===== src/rtl/multicycle_control_pkg.sv =====
// Shared encodings for the multicycle control unit:
// FSM states, opcode/funct values and ALU operation codes.
package multicycle_control_pkg;

  typedef enum logic [3:0] {
    S_FETCH     = 4'd0,
    S_DECODE    = 4'd1,
    S_MEM_ADDR  = 4'd2,
    S_MEM_READ  = 4'd3,
    S_MEM_WB    = 4'd4,
    S_MEM_WRITE = 4'd5,
    S_R_EXEC    = 4'd6,
    S_R_WB      = 4'd7,
    S_I_EXEC    = 4'd8,
    S_I_WB      = 4'd9,
    S_BRANCH    = 4'd10,
    S_JUMP      = 4'd11
  } state_t;

  typedef enum logic [2:0] {
    ALU_ADD = 3'd0,
    ALU_SUB = 3'd1,
    ALU_AND = 3'd2,
    ALU_OR  = 3'd3,
    ALU_XOR = 3'd4,
    ALU_LUI = 3'd5,
    ALU_SLL = 3'd6,
    ALU_SRL = 3'd7
  } alu_op_t;

  localparam logic [5:0] OP_RTYPE = 6'b000000;
  localparam logic [5:0] OP_ADDI  = 6'b001000;
  localparam logic [5:0] OP_ANDI  = 6'b001100;
  localparam logic [5:0] OP_ORI   = 6'b001101;
  localparam logic [5:0] OP_XORI  = 6'b001110;
  localparam logic [5:0] OP_LUI   = 6'b001111;
  localparam logic [5:0] OP_LW    = 6'b100011;
  localparam logic [5:0] OP_SW    = 6'b101011;
  localparam logic [5:0] OP_BEQ   = 6'b000100;
  localparam logic [5:0] OP_BNE   = 6'b000101;
  localparam logic [5:0] OP_J     = 6'b000010;

  localparam logic [5:0] FN_ADD = 6'b100000;
  localparam logic [5:0] FN_SUB = 6'b100010;
  localparam logic [5:0] FN_AND = 6'b100100;
  localparam logic [5:0] FN_OR  = 6'b100101;
  localparam logic [5:0] FN_XOR = 6'b100110;
  localparam logic [5:0] FN_SLL = 6'b000000;
  localparam logic [5:0] FN_SRL = 6'b000010;

endpackage


===== src/rtl/multicycle_control_alu_decoder.sv =====
// Maps opcode+funct to an ALU operation, shift flag and
// an instruction-valid flag used to trap unsupported encodings.
module alu_decoder
  import multicycle_control_pkg::*;
(
  input  logic [5:0] opcode,
  input  logic [5:0] funct,
  output alu_op_t    alu_op,
  output logic       shift,
  output logic       valid
);

  // Pure decode; any unlisted encoding drops valid.
  always_comb begin
    alu_op = ALU_ADD;
    shift  = 1'b0;
    valid  = 1'b1;
    unique case (opcode)
      OP_RTYPE: begin
        unique case (funct)
          FN_ADD:  alu_op = ALU_ADD;
          FN_SUB:  alu_op = ALU_SUB;
          FN_AND:  alu_op = ALU_AND;
          FN_OR:   alu_op = ALU_OR;
          FN_XOR:  alu_op = ALU_XOR;
          FN_SLL: begin
            alu_op = ALU_SLL;
            shift  = 1'b1;
          end
          FN_SRL: begin
            alu_op = ALU_SRL;
            shift  = 1'b1;
          end
          default: valid = 1'b0;
        endcase
      end
      OP_ADDI: alu_op = ALU_ADD;
      OP_ANDI: alu_op = ALU_AND;
      OP_ORI:  alu_op = ALU_OR;
      OP_XORI: alu_op = ALU_XOR;
      OP_LUI:  alu_op = ALU_LUI;
      OP_LW,
      OP_SW,
      OP_J:    alu_op = ALU_ADD;
      OP_BEQ,
      OP_BNE:  alu_op = ALU_SUB;
      default: valid  = 1'b0;
    endcase
  end

endmodule


===== src/rtl/multicycle_control.sv =====
// Multicycle datapath controller: registered FSM state with
// combinational datapath controls; memory states can stall.
module multicycle_control
  import multicycle_control_pkg::*;
#(
  parameter int ALUCTRL_W   = 4,
  parameter bit MEM_WAIT_EN = 1'b1
) (
  input  logic                 clk,
  input  logic                 rst,
  input  logic [5:0]           opcode,
  input  logic [5:0]           funct,
  input  logic                 zero,
  input  logic                 mem_ready,
  output logic                 pc_write,
  output logic                 ir_write,
  output logic                 mem_read,
  output logic                 mem_write,
  output logic                 reg_write,
  output logic                 i_or_d,
  output logic                 mem_to_reg,
  output logic                 reg_dst,
  output logic                 alu_src_a,
  output logic                 shift,
  output logic [1:0]           alu_src_b,
  output logic [1:0]           pc_src,
  output logic [ALUCTRL_W-1:0] alu_control,
  output logic [3:0]           state,
  output logic                 illegal
);

  state_t  r_state;
  state_t  w_next;
  alu_op_t r_op;
  logic    r_shift;
  logic    r_bne;
  logic    r_sw;
  alu_op_t w_dec_op;
  logic    w_dec_shift;
  logic    w_dec_valid;
  alu_op_t w_op;
  logic    w_rdy;

  assign w_rdy = MEM_WAIT_EN ? mem_ready : 1'b1;

  alu_decoder u_alu_decoder (
    .opcode (opcode),
    .funct  (funct),
    .alu_op (w_dec_op),
    .shift  (w_dec_shift),
    .valid  (w_dec_valid)
  );

  // State register; reset wins over any pending memory wait.
  always_ff @(posedge clk) begin
    if (rst) r_state <= S_FETCH;
    else     r_state <= w_next;
  end

  // Capture decoded instruction info while the IR is being decoded.
  always_ff @(posedge clk) begin
    if (rst) begin
      r_op    <= ALU_ADD;
      r_shift <= 1'b0;
      r_bne   <= 1'b0;
      r_sw    <= 1'b0;
    end else if (r_state == S_DECODE) begin
      r_op    <= w_dec_op;
      r_shift <= w_dec_shift;
      r_bne   <= (opcode == OP_BNE);
      r_sw    <= (opcode == OP_SW);
    end
  end

  // Next-state logic.
  always_comb begin
    w_next = r_state;
    unique case (r_state)
      S_FETCH:     if (w_rdy) w_next = S_DECODE;
      S_DECODE: begin
        w_next = S_FETCH;
        if (w_dec_valid) begin
          unique case (opcode)
            OP_RTYPE: w_next = S_R_EXEC;
            OP_ADDI,
            OP_ANDI,
            OP_ORI,
            OP_XORI,
            OP_LUI:   w_next = S_I_EXEC;
            OP_LW,
            OP_SW:    w_next = S_MEM_ADDR;
            OP_BEQ,
            OP_BNE:   w_next = S_BRANCH;
            OP_J:     w_next = S_JUMP;
            default:  w_next = S_FETCH;
          endcase
        end
      end
      S_MEM_ADDR:  w_next = r_sw ? S_MEM_WRITE : S_MEM_READ;
      S_MEM_READ:  if (w_rdy) w_next = S_MEM_WB;
      S_MEM_WB:    w_next = S_FETCH;
      S_MEM_WRITE: if (w_rdy) w_next = S_FETCH;
      S_R_EXEC:    w_next = S_R_WB;
      S_R_WB:      w_next = S_FETCH;
      S_I_EXEC:    w_next = S_I_WB;
      S_I_WB:      w_next = S_FETCH;
      S_BRANCH:    w_next = S_FETCH;
      S_JUMP:      w_next = S_FETCH;
      default:     w_next = S_FETCH;
    endcase
  end

  // Per-state datapath controls; enables are masked during reset.
  always_comb begin
    pc_write   = 1'b0;
    ir_write   = 1'b0;
    mem_read   = 1'b0;
    mem_write  = 1'b0;
    reg_write  = 1'b0;
    i_or_d     = 1'b0;
    mem_to_reg = 1'b0;
    reg_dst    = 1'b0;
    alu_src_a  = 1'b0;
    shift      = 1'b0;
    alu_src_b  = 2'b00;
    pc_src     = 2'b00;
    illegal    = 1'b0;
    w_op       = ALU_ADD;
    unique case (r_state)
      S_FETCH: begin
        mem_read  = 1'b1;
        alu_src_b = 2'b01;
        ir_write  = w_rdy;
        pc_write  = w_rdy;
      end
      S_DECODE: begin
        alu_src_b = 2'b11;
        illegal   = ~w_dec_valid;
      end
      S_MEM_ADDR: begin
        alu_src_a = 1'b1;
        alu_src_b = 2'b10;
      end
      S_MEM_READ: begin
        mem_read = 1'b1;
        i_or_d   = 1'b1;
      end
      S_MEM_WB: begin
        reg_write  = 1'b1;
        mem_to_reg = 1'b1;
      end
      S_MEM_WRITE: begin
        mem_write = 1'b1;
        i_or_d    = 1'b1;
      end
      S_R_EXEC: begin
        alu_src_a = 1'b1;
        w_op      = r_op;
        shift     = r_shift;
      end
      S_R_WB: begin
        reg_write = 1'b1;
        reg_dst   = 1'b1;
        w_op      = r_op;
        shift     = r_shift;
      end
      S_I_EXEC: begin
        alu_src_a = 1'b1;
        alu_src_b = 2'b10;
        w_op      = r_op;
      end
      S_I_WB:   reg_write = 1'b1;
      S_BRANCH: begin
        alu_src_a = 1'b1;
        pc_src    = 2'b01;
        w_op      = ALU_SUB;
        pc_write  = r_bne ? ~zero : zero;
      end
      S_JUMP: begin
        pc_src   = 2'b10;
        pc_write = 1'b1;
      end
      default: ;
    endcase
    if (rst) begin
      pc_write  = 1'b0;
      ir_write  = 1'b0;
      mem_read  = 1'b0;
      mem_write = 1'b0;
      reg_write = 1'b0;
      illegal   = 1'b0;
    end
  end

  assign alu_control = {{(ALUCTRL_W-3){1'b0}}, w_op};
  assign state       = r_state;

endmodule


===== config.mk =====
export PLATFORM = sky130hd
export DESIGN_NAME = multicycle_control
export DESIGN_NICKNAME = d
export VERILOG_FILES = /design/src/rtl/multicycle_control_pkg.sv /design/src/rtl/multicycle_control_alu_decoder.sv /design/src/rtl/multicycle_control.sv
export SDC_FILE = /design/constraint.sdc
export NUM_CORES = 1
export LEC_CHECK = 0
export ABC_AREA = 0
export CORE_MARGIN = 8
export CORE_UTILIZATION = 55
export CTS_BUF_LIST = sky130_fd_sc_hd__clkbuf_16
export DETAILED_ROUTE_END_ITERATION = 10
export DONT_BUFFER_PORTS = 1
export GPL_TIMING_DRIVEN = 0
export PLACE_DENSITY_LB_ADDON = 0.3
export SLEW_MARGIN = 5
export SYNTH_ARGS = -nofsm -noshare
export SYNTH_HDL_FRONTEND = slang
export SYNTH_HIERARCHICAL = 1
export SYNTH_SLANG_ARGS = --single-unit

===== constraint.sdc =====
create_clock -name clk -period 3.3 [get_ports clk]
set_input_delay 0.495 -clock clk [delete_from_list [all_inputs] [get_ports clk]]
set_output_delay 0.495 -clock clk [all_outputs]
set_load 0.02 [all_outputs]

# Word level (Yosys, flattened, before mapping)
# Index checks and enable logic that the tools add are counted.
[op_classes] bitwise_logic=2 mux=34 n_reduce_logical=17 n_eq_ne=30
[op_table] cell="6-bit equality test, second input constant" count=7
[op_table] cell="3-bit one-hot mux with 6 select lines" count=2
[op_table] cell="6-bit by 4-bit equality test with 1-bit output, second input constant" count=5
[op_table] cell="4-bit one-hot mux with 7 select lines" count=1
[op_table] cell="1-bit 2-to-1 mux" count=20
[op_table] cell="4-bit one-hot mux with 5 select lines" count=1
[op_table] cell="4-bit by 3-bit equality test with 1-bit output, second input constant" count=4
[op_table] cell="4-bit equality test, second input constant" count=4
[op_table] cell="4-bit 2-to-1 mux" count=4
[op_table] cell="2-bit OR reduction" count=7
[op_table] cell="6-bit by 2-bit equality test with 1-bit output, second input constant" count=2
[op_table] cell="6-bit by 3-bit equality test with 1-bit output, second input constant" count=2
[op_table] cell="6-bit zero test" count=2
[op_table] cell="10-bit OR reduction" count=1
[op_table] cell="4-bit by 2-bit equality test with 1-bit output, second input constant" count=2
[op_table] cell="7-bit OR reduction" count=1
[op_table] cell="2-bit inequality test, second input constant" count=3
[op_table] cell="2-bit one-hot mux with 3 select lines" count=1
[op_table] cell="3-bit one-hot mux with 2 select lines" count=1
[op_table] cell="3-bit OR reduction" count=2
[op_table] cell="5-bit OR reduction" count=1
[op_table] cell="4-bit by 1-bit equality test with 1-bit output, second input constant" count=1
[op_table] cell="4-bit zero test" count=1
[op_table] cell="2-bit one-hot mux with 2 select lines" count=1
[op_table] cell="other kinds (6)" count=7
[word_totals] out_inout_bits=23 in_bits=16 register_bits=10

# Longest topological paths before layout
# Gate-level depths: netlist of run 1.
[depth] word_depth=7 mapped_depth=7 ltp_nobuf=7

# Hierarchy
# Netlist of run 1, hierarchy kept.
[modules_own_cells] module="multicycle_control" area_each_um2=802.0 cells_per_inst=116 n_inst=1
[modules_own_cells] module="alu_decoder" area_each_um2=215.2 cells_per_inst=34 n_inst=1

# Worst setup path after synthesis of run 1
# No wires, ideal clock.
[synth_path] kind="reg2out" startpoint="reg r_state[1], in the netlist state[1]" endpoint="out mem_read" t_arrival_ns=1.582 slack_ns=1.223 n_path_buf=1 path_stages_with_launch=4 cell_sequence="dfxtp_1 > clkbuf_1 > xor2_1 > nor4_1"
[synth_between] elab_chain_len=4
[synth_rtl] element="from (decl)" line="multicycle_control.sv:32" source="state_t r_state;"
[synth_rtl] element="from (signal assigned)" line="multicycle_control.sv:57" source="else r_state <= w_next;"
[synth_rtl] element="4-bit by 2-bit equality test with 1-bit output or 4-bit zero test (tied branches)" line="multicycle_control.sv:129" source="unique case (r_state)"
[synth_rtl] element="2-bit OR reduction (no line) *"
[synth_rtl] element="1-bit 2-to-1 mux *" line="multicycle_control.sv:129"
[synth_rtl] element="1-bit 2-to-1 mux *" line="multicycle_control.sv:185" source="if (rst) begin"
[synth_rtl] element="to (decl)" line="multicycle_control.sv:17" source="output logic mem_read,"
# Every way passes the cells marked *; elsewhere a longest branch is shown, timed or not.

# Worst setup path in the final report of run 1
# Ends and elaborated chain as after synthesis.

==> reports/metrics.yaml, run 1 <==
rsz0062_at_grt: "no"
crit_buf_inv: 1
critical_path_class: "reg2out"
ys_ff_latch: 10
clockBufferDepth: 2
vias: 1133
syn_to_final_growth_pct: 10.8
ys.flop_type: "dfxtp_1"
drtIter0Drc: 30
max_stage_delay_ns: 0.71
tns_ns: 0
mostFrequentLayoutCell: "nor2_1"
outcome: "complete, no violations"
wire_per_inst_um: 16.1
timing.rr.start: "state[2]"
synth_fa_ha_area_share_pct: 0
async_flop_share_pct: 0
dp_hpwl_um: 2200
setup_violations: 0
drcViolationCount: 0
grt-ovfl-total: 0
synth_simple_gate_area_share_pct: 44.9
post-cts-setup-buffers: 0
synth-compound-area-share_pct: 27.2
p_leak_nw: 0.402
crit_path_max_fanout: 10
cts_resized: 0
yosys.area.top_type_share_pct: 19.7
cts_made_buffers: 3
total_power_w: 0.000408
core_um2: 1730
yosys.area.top_type: "dfxtp_1"
drv_cap: 0
hold_viol: 0
pwr_density_cell_nw_per_um2: 362
endpoint_kind: "output port"
cp_slowest_cell: "nor4_1"
skew_ns: 0.00194
drv_slew: 0
rr_endpoint: "state[1]"
layout-drive-gt1-share_pct: 8.44
gp_congestion: 0.847
clk_latency_ns: 0.24
htree_levels: 1
ys_top_cells_by_area: "dfxtp_1, nor2_1, nor2b_1"
cp_cell_sequence: "clkbuf_1 -> xor2_1 -> nor4_1"
cp-startpoint: "state[1]"
ioPinCount: 39
clock.fmax_mhz: 394
worstPathArrival_ns: 2.05
cts_tree: "yes"
dieHeight_um: 59.0
crit_path_end: "mem_read"
rr_worst_depth: 5
cts-root-buf: "clkbuf_16"
via_per_inst: 6.33
dieWidth_um: 59.0
fin_crit_sh_pct: 77.0
grt_first_pass_wirelength_um: 4710
cp-start-kind: "flop"
vdd_drop_max_mv: 0.234
grt_max_degree: 14
synth-edff-count: 0
required_ns: 2.80
port-buffer-count: 0
detail-route-antenna-nets: 0
synth_area_um2: 1020
num_rows: 15
clock-sinks: 10
synth_xor_area_share_pct: 2.58
tightest_slew_ns: 0.908
cts_hold_buf: 0
ys_types: 49
final_cell_mix: "nor2_1, nand2_1, nor2b_1"
path_delay_family: "simple AND/OR/NAND/NOR gates"
synth_top_family_by_area: "simple AND/OR/NAND/NOR gates"
clk_pin_slew_ns: 0.04
wirelength_um: 2880
dr.pass1.iters: 4
min_period_ns: 2.54
grt_pass1_vias: 1038
hold_class: "in2reg"
synth.mux.area_fraction_pct: 0
relSlewSlack_pct: 38.9
grt_antenna_before_repair: 0
layout.nets: 171
syn_area_per_cell_um2: 6.78
path_depth: 3
yosysSeqAreaShare_pct: 19.7
antenna_cells: 0
synth_fp_nets: 166
ys_warn_count: 6
track_usage_pct: 17.3
reg2reg_slack_ns: 1.54
start_util_pct: 58.9
synth_cells: 150
dieArea_um2: 3480
==> power by group <==
part	switching, W	total, W	leakage, nW	internal (W)
sequential	0.00000320	0.000126	0.0808	0.000123
clock	0.0000588	0.000218	0.0385	0.000159
combinational	0.0000400	0.0000637	0.282	0.0000237
total	0.000102	0.000408	0.402	0.000306
==> worst min path at each step <==
stage,start,to,slack (ns),cells past startpoint
after floorplan,r_op[1],r_op[1],0.43,2
after global placement,r_shift,r_shift,0.44,2
after detailed placement,r_op[1],r_op[1],0.45,2
after CTS,opcode[5],state[3],0.37,1
after global routing,opcode[5],state[3],0.38,1
final,opcode[5],state[3],0.36,1
==> state kept, by name (all words and copies together), names as in the netlist <==
register / cells
state: 4
r_bne: 1
r_sw: 1
r_op: 3
r_shift: 1
==> cell type report <==
| class | instances | area (um2) |
|---|---|---|
| flip-flops and latches | 10 | 200 |
| well taps | 25 | 31.3 |
| clock inverters | 1 | 3.75 |
| multi-input cells | 127 | 763 |
| inverters | 3 | 11.3 |
| plain buffers | 10 | 42.5 |
| fillers | 173 | 599 |
| clock buffers | 3 | 75.1 |
==> cell usage after synthesis (all sizes together) (2+ instances only) <==
cell and number:
nor2 21, nand2 15, a21oi 11, nor2b 11
dfxtp 10, o21ai 10, clkbuf 8, nor3 8
nand3 6, and3 5, inv 3, nor3b 3
o21bai 3, xor2 3, a22oi 2, buf 2
or3 2, or4 2, or4b 2
==> per-layer routing <==
layer / wire, um / track usage, %
met3: 345 / 8.46
met1: 1090 / 17.5
met4: 63 / 11.9
met5: 0 / 0
met2: 1380 / 27.6
==> cells by family after synthesis <==
group,count (synthesis)
AOI/OAI and AO/OA,41
xor gates and xnor gates,3
buffers and inverters,13
DFF,10
other,1
and+or+nand+nor,82
==> per-stage QoR <==
stage               cells  util (%)  worst slack (ns)  hold slack, ns  instance area [um2]
global route          179      65.3             0.623           0.375                 1130
global placement      175      60.7              1.04           0.442                 1050
detailed placement    175      60.7              1.01           0.449                 1050
CTS                   179      65.3             0.752           0.366                 1130
finish                179      65.3             0.759           0.363                 1130
floorplan             150         -              1.22           0.432                 1020
No activity file was read; power rests on OpenSTA's default activity.
==> run 2: changes to the inputs <==
ABC_AREA = 1   (was 0)
clock period = 2.5 ns   (was 3.3 ns; I/O delays follow)
==> run 2 against run 1 <==
First-iteration DRC count increased by 140%; die area up 6.5%; flip-flop and latch count did not move; clock skew decreased by 0.0012 ns; largest cell class unchanged; area after synthesis is 9.0% higher; final cell count is 27% higher; via count rose by 4.5%; register-to-register slack got worse by 0.44 ns; critical endpoint is now pc_write.
==> reports/metrics.yaml, run 2 <==
fin_cells: 227  # +27%
ys_types: 29  # -41%
dpl-instance-area_um2: 1140  # +8.9%
vias: 1184  # +4.5%
synth_area_um2: 1110  # +9.0%
synth_top_family_by_area: "simple AND/OR/NAND/NOR gates"
setup_ws_ns: 0.163  # -0.596 ns
start_util_pct: 57.7  # -1.2 points
crit_path_max_fanout: 4  # -6
synth_fa_ha_area_share_pct: 0  # unchanged
vdd_drop_max_mv: 0.314  # +34%
cts_resized: 0  # unchanged
relSlewSlack_pct: 53.2  # +14 points
syn_area_per_cell_um2: 5.66  # -17%
clock-sinks: 10  # unchanged
endpoint_kind: "output port"
ys_warn_count: 6  # unchanged
clk_latency_ns: 0.23  # about the same
track_usage_pct: 15.6  # -1.7 points
synth_commonest_cells: "nand2_1, nor2_1, inv_1, nand3_1, dfxtp_1"
required_ns: 2.12  # -0.68 ns
yosys.area.top_type: "dfxtp_1"
dieArea_um2: 3710  # +6.5%
dp_cells: 223  # +27%
detail-route-antenna-nets: 0  # unchanged
min_period_ns: 2.34
layout-drive-gt1-share_pct: 18.5  # +10 points
synth_fp_nets: 212  # +28%
critical_path_class: "reg2out"
cts_made_buffers: 3  # unchanged
yosys.area.top_type_share_pct: 18.1  # -1.6 points
yosysMostFrequentCell: "nand2_1"
clk_pin_slew_ns: 0.04  # about the same
ys_top_cells_by_area: "dfxtp_1, nand2_1, nor2_1"
dieHeight_um: 60.9  # +3.2%
total_power_w: 0.000553  # +36%
grt_antenna_before_repair: 0  # unchanged
cp-startpoint: "state[3]"
cts_tree: "yes"
nFillCells: 185  # +6.9%
tns_ns: 0  # unchanged
dp_hpwl_um: 2320  # +5.5%
ys.flop_type: "dfxtp_1"
synth_xor_area_share_pct: 0.790  # -1.8 points
ioPinCount: 39  # unchanged
syn_to_final_growth_pct: 10.2
cts-root-buf: "clkbuf_16"
htree_levels: 1  # unchanged
cp-start-kind: "flop"
final_cell_mix: "nand2_1, nor2_1, inv_1"
mostFrequentLayoutCell: "nand2_1"
grt_max_degree: 11  # -3
dieWidth_um: 60.9  # +3.2%
clock.fmax_mhz: 428
yosysSeqAreaShare_pct: 18.1  # -1.6 points
clockBufferDepth: 2  # unchanged
drcViolationCount: 0  # unchanged
synth-edff-count: 0  # unchanged
wire_per_inst_um: 12.3  # -24%
pre_cts_ws_ns: 0.417  # -0.590 ns
rsz0062_at_grt: "no"
synth-compound-area-share_pct: 13.8  # -13 points
layout.nets: 217  # +27%
port-buffer-count: 0  # unchanged
timing.rr.start: "state[0]"
p_leak_nw: 0.635  # +58%
wirelength_um: 2780  # -3.5%
largest_reg_flops: 4  # unchanged
fin_crit_sh_pct: 93.5
ys_ff_latch: 10  # unchanged
synth.mux.area_fraction_pct: 0  # unchanged
cts_hold_buf: 0  # unchanged
hold_viol: 0  # unchanged
setup_violations: 0  # unchanged
gp_congestion: 0.901  # +6.4%
outcome: "complete, no violations"
grt_pass1_vias: 1140  # +9.8%
async_flop_share_pct: 0  # unchanged
dr.pass1.iters: 4  # unchanged
core_um2: 1920  # +11%
drv_slew: 0  # unchanged
worstPathArrival_ns: 1.96  # -0.09 ns
tightest_slew_ns: 0.697  # -0.211 ns
hp-start: "opcode[0]"
skew_ns: 0.000720  # -0.00122 ns
grt-ovfl-total: 0  # unchanged
antenna_cells: 0  # unchanged
synth_simple_gate_area_share_pct: 50.9  # +6.0 points
drtIter0Drc: 71  # +140%
synth_cells: 196  # +31%
pwr_density_cell_nw_per_um2: 453  # +25%
num_rows: 16  # +1
grt_first_pass_wirelength_um: 4580  # -2.6%
drv_cap: 0  # unchanged
post-cts-setup-buffers: 0  # unchanged
final_cell_area_um2: 1220  # +8.3%
hold_class: "in2reg"
via_per_inst: 5.22  # -18%
-- run 2: kinds of logic (layout without fill, tap and decap cells) --
family,Yosys count,after routing
and+or+nand+nor,116,116
buffers and inverters,42,46
AOI/OAI and AO/OA,26,26
DFF,10,10
other,1,1
xor gates and xnor gates,1,1
-- run 2: worst max-delay path: stages (launching register included) --
cell     delay, ns
dfxtp_1       0.50
inv_1         0.14
nor2_1        0.12
inv_1         0.10
nor2_1        0.37
a21oi_1       0.08
a21oi_1       0.41
-- run 2: layout make-up --
| cell class | count | area, um2 | area share [%] |
|---|---|---|---|
| multi-input cells | 144 | 729 | 59.7 |
| flip-flops and latches | 10 | 200 | 16.4 |
| inverters | 38 | 148 | 12.1 |
| clock buffers | 3 | 75.1 | 6.15 |
| well taps | 27 | 33.8 | 2.77 |
| plain buffers | 4 | 31.3 | 2.56 |
| clock inverters | 1 | 3.75 | 0.307 |
-- run 2: per-layer routing --
layer / track usage, % / part of all wire, % / vias to the layer above
li1: - / - / 619
met1: 16.1 / 39 / 507
met2: 27.1 / 45 / 53
met3: 6.99 / 15 / 5
met4: 5.65 / 1.2 / 0
met5: 0 / 0 / -
-- run 2: worst paths after layout --
kind,cells after the start,endpoint,slack (ns)
min reg2reg,2,r_op[1],0.45
max,6,pc_write,0.16
min,2,r_bne,0.29
max reg2reg,6,r_op[2],1.10
-- run 2: per-stage QoR --
| stage | hold WS, ns | util, % |
|---|---|---|
| 2_1_floorplan | 0.429 | - |
| 3_3_place_gp | 0.442 | 59.4 |
| 3_5_place_dp | 0.449 | 59.4 |
| 4_1_cts | 0.286 | 63.5 |
| 5_1_grt | 0.295 | 63.5 |
| 6_report | 0.288 | 63.5 |
-- run 2: where the power goes --
part | leakage (nW) | internal [W] | switching [W]
registers | 0.0815 | 0.000168 | 0.00000713
logic | 0.515 | 0.0000314 | 0.0000656
clock network | 0.0385 | 0.000209 | 0.0000722
total | 0.635 | 0.000409 | 0.000145
==> run 3: changes to the inputs <==
CORE_UTILIZATION = 60   (was 55)
==> run 3 against run 2 <==
Die area is 6.2% lower; via count up 2.2%; hold slack got worse by 0.0053 ns; final cell count fell by 0.88%; fmax rose by 2.4%; flip-flop and latch count unchanged; largest power group unchanged; final area unchanged.
==> reports/metrics.yaml, run 3 (synthesis results as in run 2) <==
cp_cell_sequence: "inv_1 -> nor2_1 -> inv_1 -> nor2_2 -> a21oi_1 -> a21oi_1"
port-buffer-count: 0  # unchanged
dr.pass1.iters: 4  # unchanged
dpl-instance-area_um2: 1140  # -0.22%
gp_congestion: 0.905  # +0.40%
final_cell_area_um2: 1220  # unchanged
grt_first_pass_wirelength_um: 4800  # +4.7%
dieHeight_um: 59.0  # -3.1%
antenna_cells: 0  # unchanged
drcViolationCount: 0  # unchanged
grt_max_degree: 11  # unchanged
final_cell_mix: "nand2_1, nor2_1, inv_1"
wirelength_um: 2870  # +3.1%
grt-ovfl-total: 0  # unchanged
rr_endpoint: "r_shift"
syn_to_final_growth_pct: 10.2  # unchanged
setup_ws_ns: 0.217  # +0.0545 ns
skew_ns: 0.00470  # +0.00398 ns
drv_cap: 0  # unchanged
track_usage_pct: 17.2  # +1.6 points
tns_ns: 0  # unchanged
clk_pin_slew_ns: 0.04  # about the same
reg2reg_slack_ns: 1.09  # about the same
ioPinCount: 39  # unchanged
rsz0062_at_grt: "no"
layout.nets: 217  # unchanged
layout-drive-gt1-share_pct: 19.0  # +0.50 points
wire_per_inst_um: 12.7  # +4.0%
dieWidth_um: 59.0  # -3.1%
largest_reg_flops: 4  # unchanged
vias: 1210  # +2.2%
clock.fmax_mhz: 438  # +2.4%
worstPathArrival_ns: 1.91  # -0.05 ns
mostFrequentLayoutCell: "nand2_1"
grt_antenna_before_repair: 0  # unchanged
hp-start: "opcode[0]"
cp-startpoint: "state[3]"
dp_cells: 221  # -0.90%
grt_pass1_vias: 1064  # -6.7%
critical_path_class: "reg2out"
setup_violations: 0  # unchanged
fin_cells: 225  # -0.88%
clock-sinks: 10  # unchanged
relSlewSlack_pct: 57.3  # +4.1 points
cp-start-kind: "flop"
multi_input_area_um2: 732  # +0.34%
max_stage_delay_ns: 0.50  # about the same
crit_buf_inv: 2  # unchanged
cts_made_buffers: 3  # unchanged
outcome: "complete, no violations"
tightest_slew_ns: 0.636  # -0.0615 ns
endpoint_kind: "output port"
htree_levels: 1  # unchanged
fin_crit_sh_pct: 91.3  # -2.2 points
required_ns: 2.12  # about the same
crit_path_max_fanout: 4  # unchanged
p_leak_nw: 0.635  # about the same
min_period_ns: 2.28  # -0.0545 ns
start_util_pct: 64.2  # +6.5 points
drtIter0Drc: 42  # -41%
cp_slowest_cell: "dfxtp_1"
path_depth: 6  # unchanged
hold_class: "in2reg"
drv_slew: 0  # unchanged
timing.rr.start: "state[0]"
path_delay_family: "compound AO/OA/AOI/OAI gates"
holdPathEnd: "r_bne"
pwr_density_cell_nw_per_um2: 461  # +1.6%
detail-route-antenna-nets: 0  # unchanged
seq_area_um2: 200  # unchanged
vdd_drop_max_mv: 0.420  # +34%
cts_tree: "yes"
pre_cts_ws_ns: 0.377  # -0.0397 ns
cts_hold_buf: 0  # unchanged
core_um2: 1730  # -10%
clockBufferDepth: 2  # unchanged
dp_hpwl_um: 2340  # +0.77%
cts-root-buf: "clkbuf_16"
hold_viol: 0  # unchanged
via_per_inst: 5.38  # +3.1%
dieArea_um2: 3480  # -6.2%
nFillCells: 162  # -12%
num_rows: 15  # -1
rr_worst_depth: 6  # unchanged
whs_path_depth: 2  # unchanged
clk_latency_ns: 0.24  # about the same
[run 3: changes by cell type in the layout (fill, tap and decap cells not counted)]
cell	previous run	this run
nor2_1	34	33
nor2_2	7	8
[run 3: worst max path at each step]
stage               endpoint  slack [ns]
floorplan           pc_write        0.58
global placement    pc_write        0.40
detailed placement  pc_write        0.38
CTS                 pc_write        0.12
global route        pc_write        0.07
finish              pc_write        0.22
[run 3: cell type report]
cell class                 count  area share, %
clock inverter                 1          0.307
tap                           25           2.56
buffer                         4           2.56
inverter                      38           12.1
clock buffer                   3           6.15
multi-input combinational    144           59.9
sequential                    10           16.4
[run 3: metal layers]
| metal | part of all wire (%) | GRT usage, % | vias to the layer above |
|---|---|---|---|
| li1 | - | - | 623 |
| met1 | 43 | 21.0 | 547 |
| met2 | 49 | 27.3 | 35 |
| met3 | 7.5 | 6.07 | 5 |
| met4 | 1.0 | 5.80 | 0 |
| met5 | 0 | 0 | - |
[run 3: through the flow]
step / power, W / hold WS [ns] / utilization, %
6_report: 0.000562 / 0.283 / 70.7
5_1_grt: 0.000590 / 0.299 / 70.7
4_1_cts: 0.000566 / 0.281 / 70.6
3_5_place_dp: 0.000274 / 0.455 / 66.0
3_3_place_gp: 0.000271 / 0.446 / 66.0
2_1_floorplan: 0.000259 / 0.429 / -
[run 3: where the power goes]
group / internal, W / leakage, nW / switching (W) / total (W)
sequential: 0.000168 / 0.0815 / 0.00000703 / 0.000175
combinational: 0.0000314 / 0.515 / 0.0000659 / 0.0000974
clock: 0.000210 / 0.0385 / 0.0000803 / 0.000290
total: 0.000409 / 0.635 / 0.000153 / 0.000562
[run 3: timing repair]
action                     CTS  global route
resized for setup            0             1
setup buffers                0             0
setup endpoints to repair    0             1
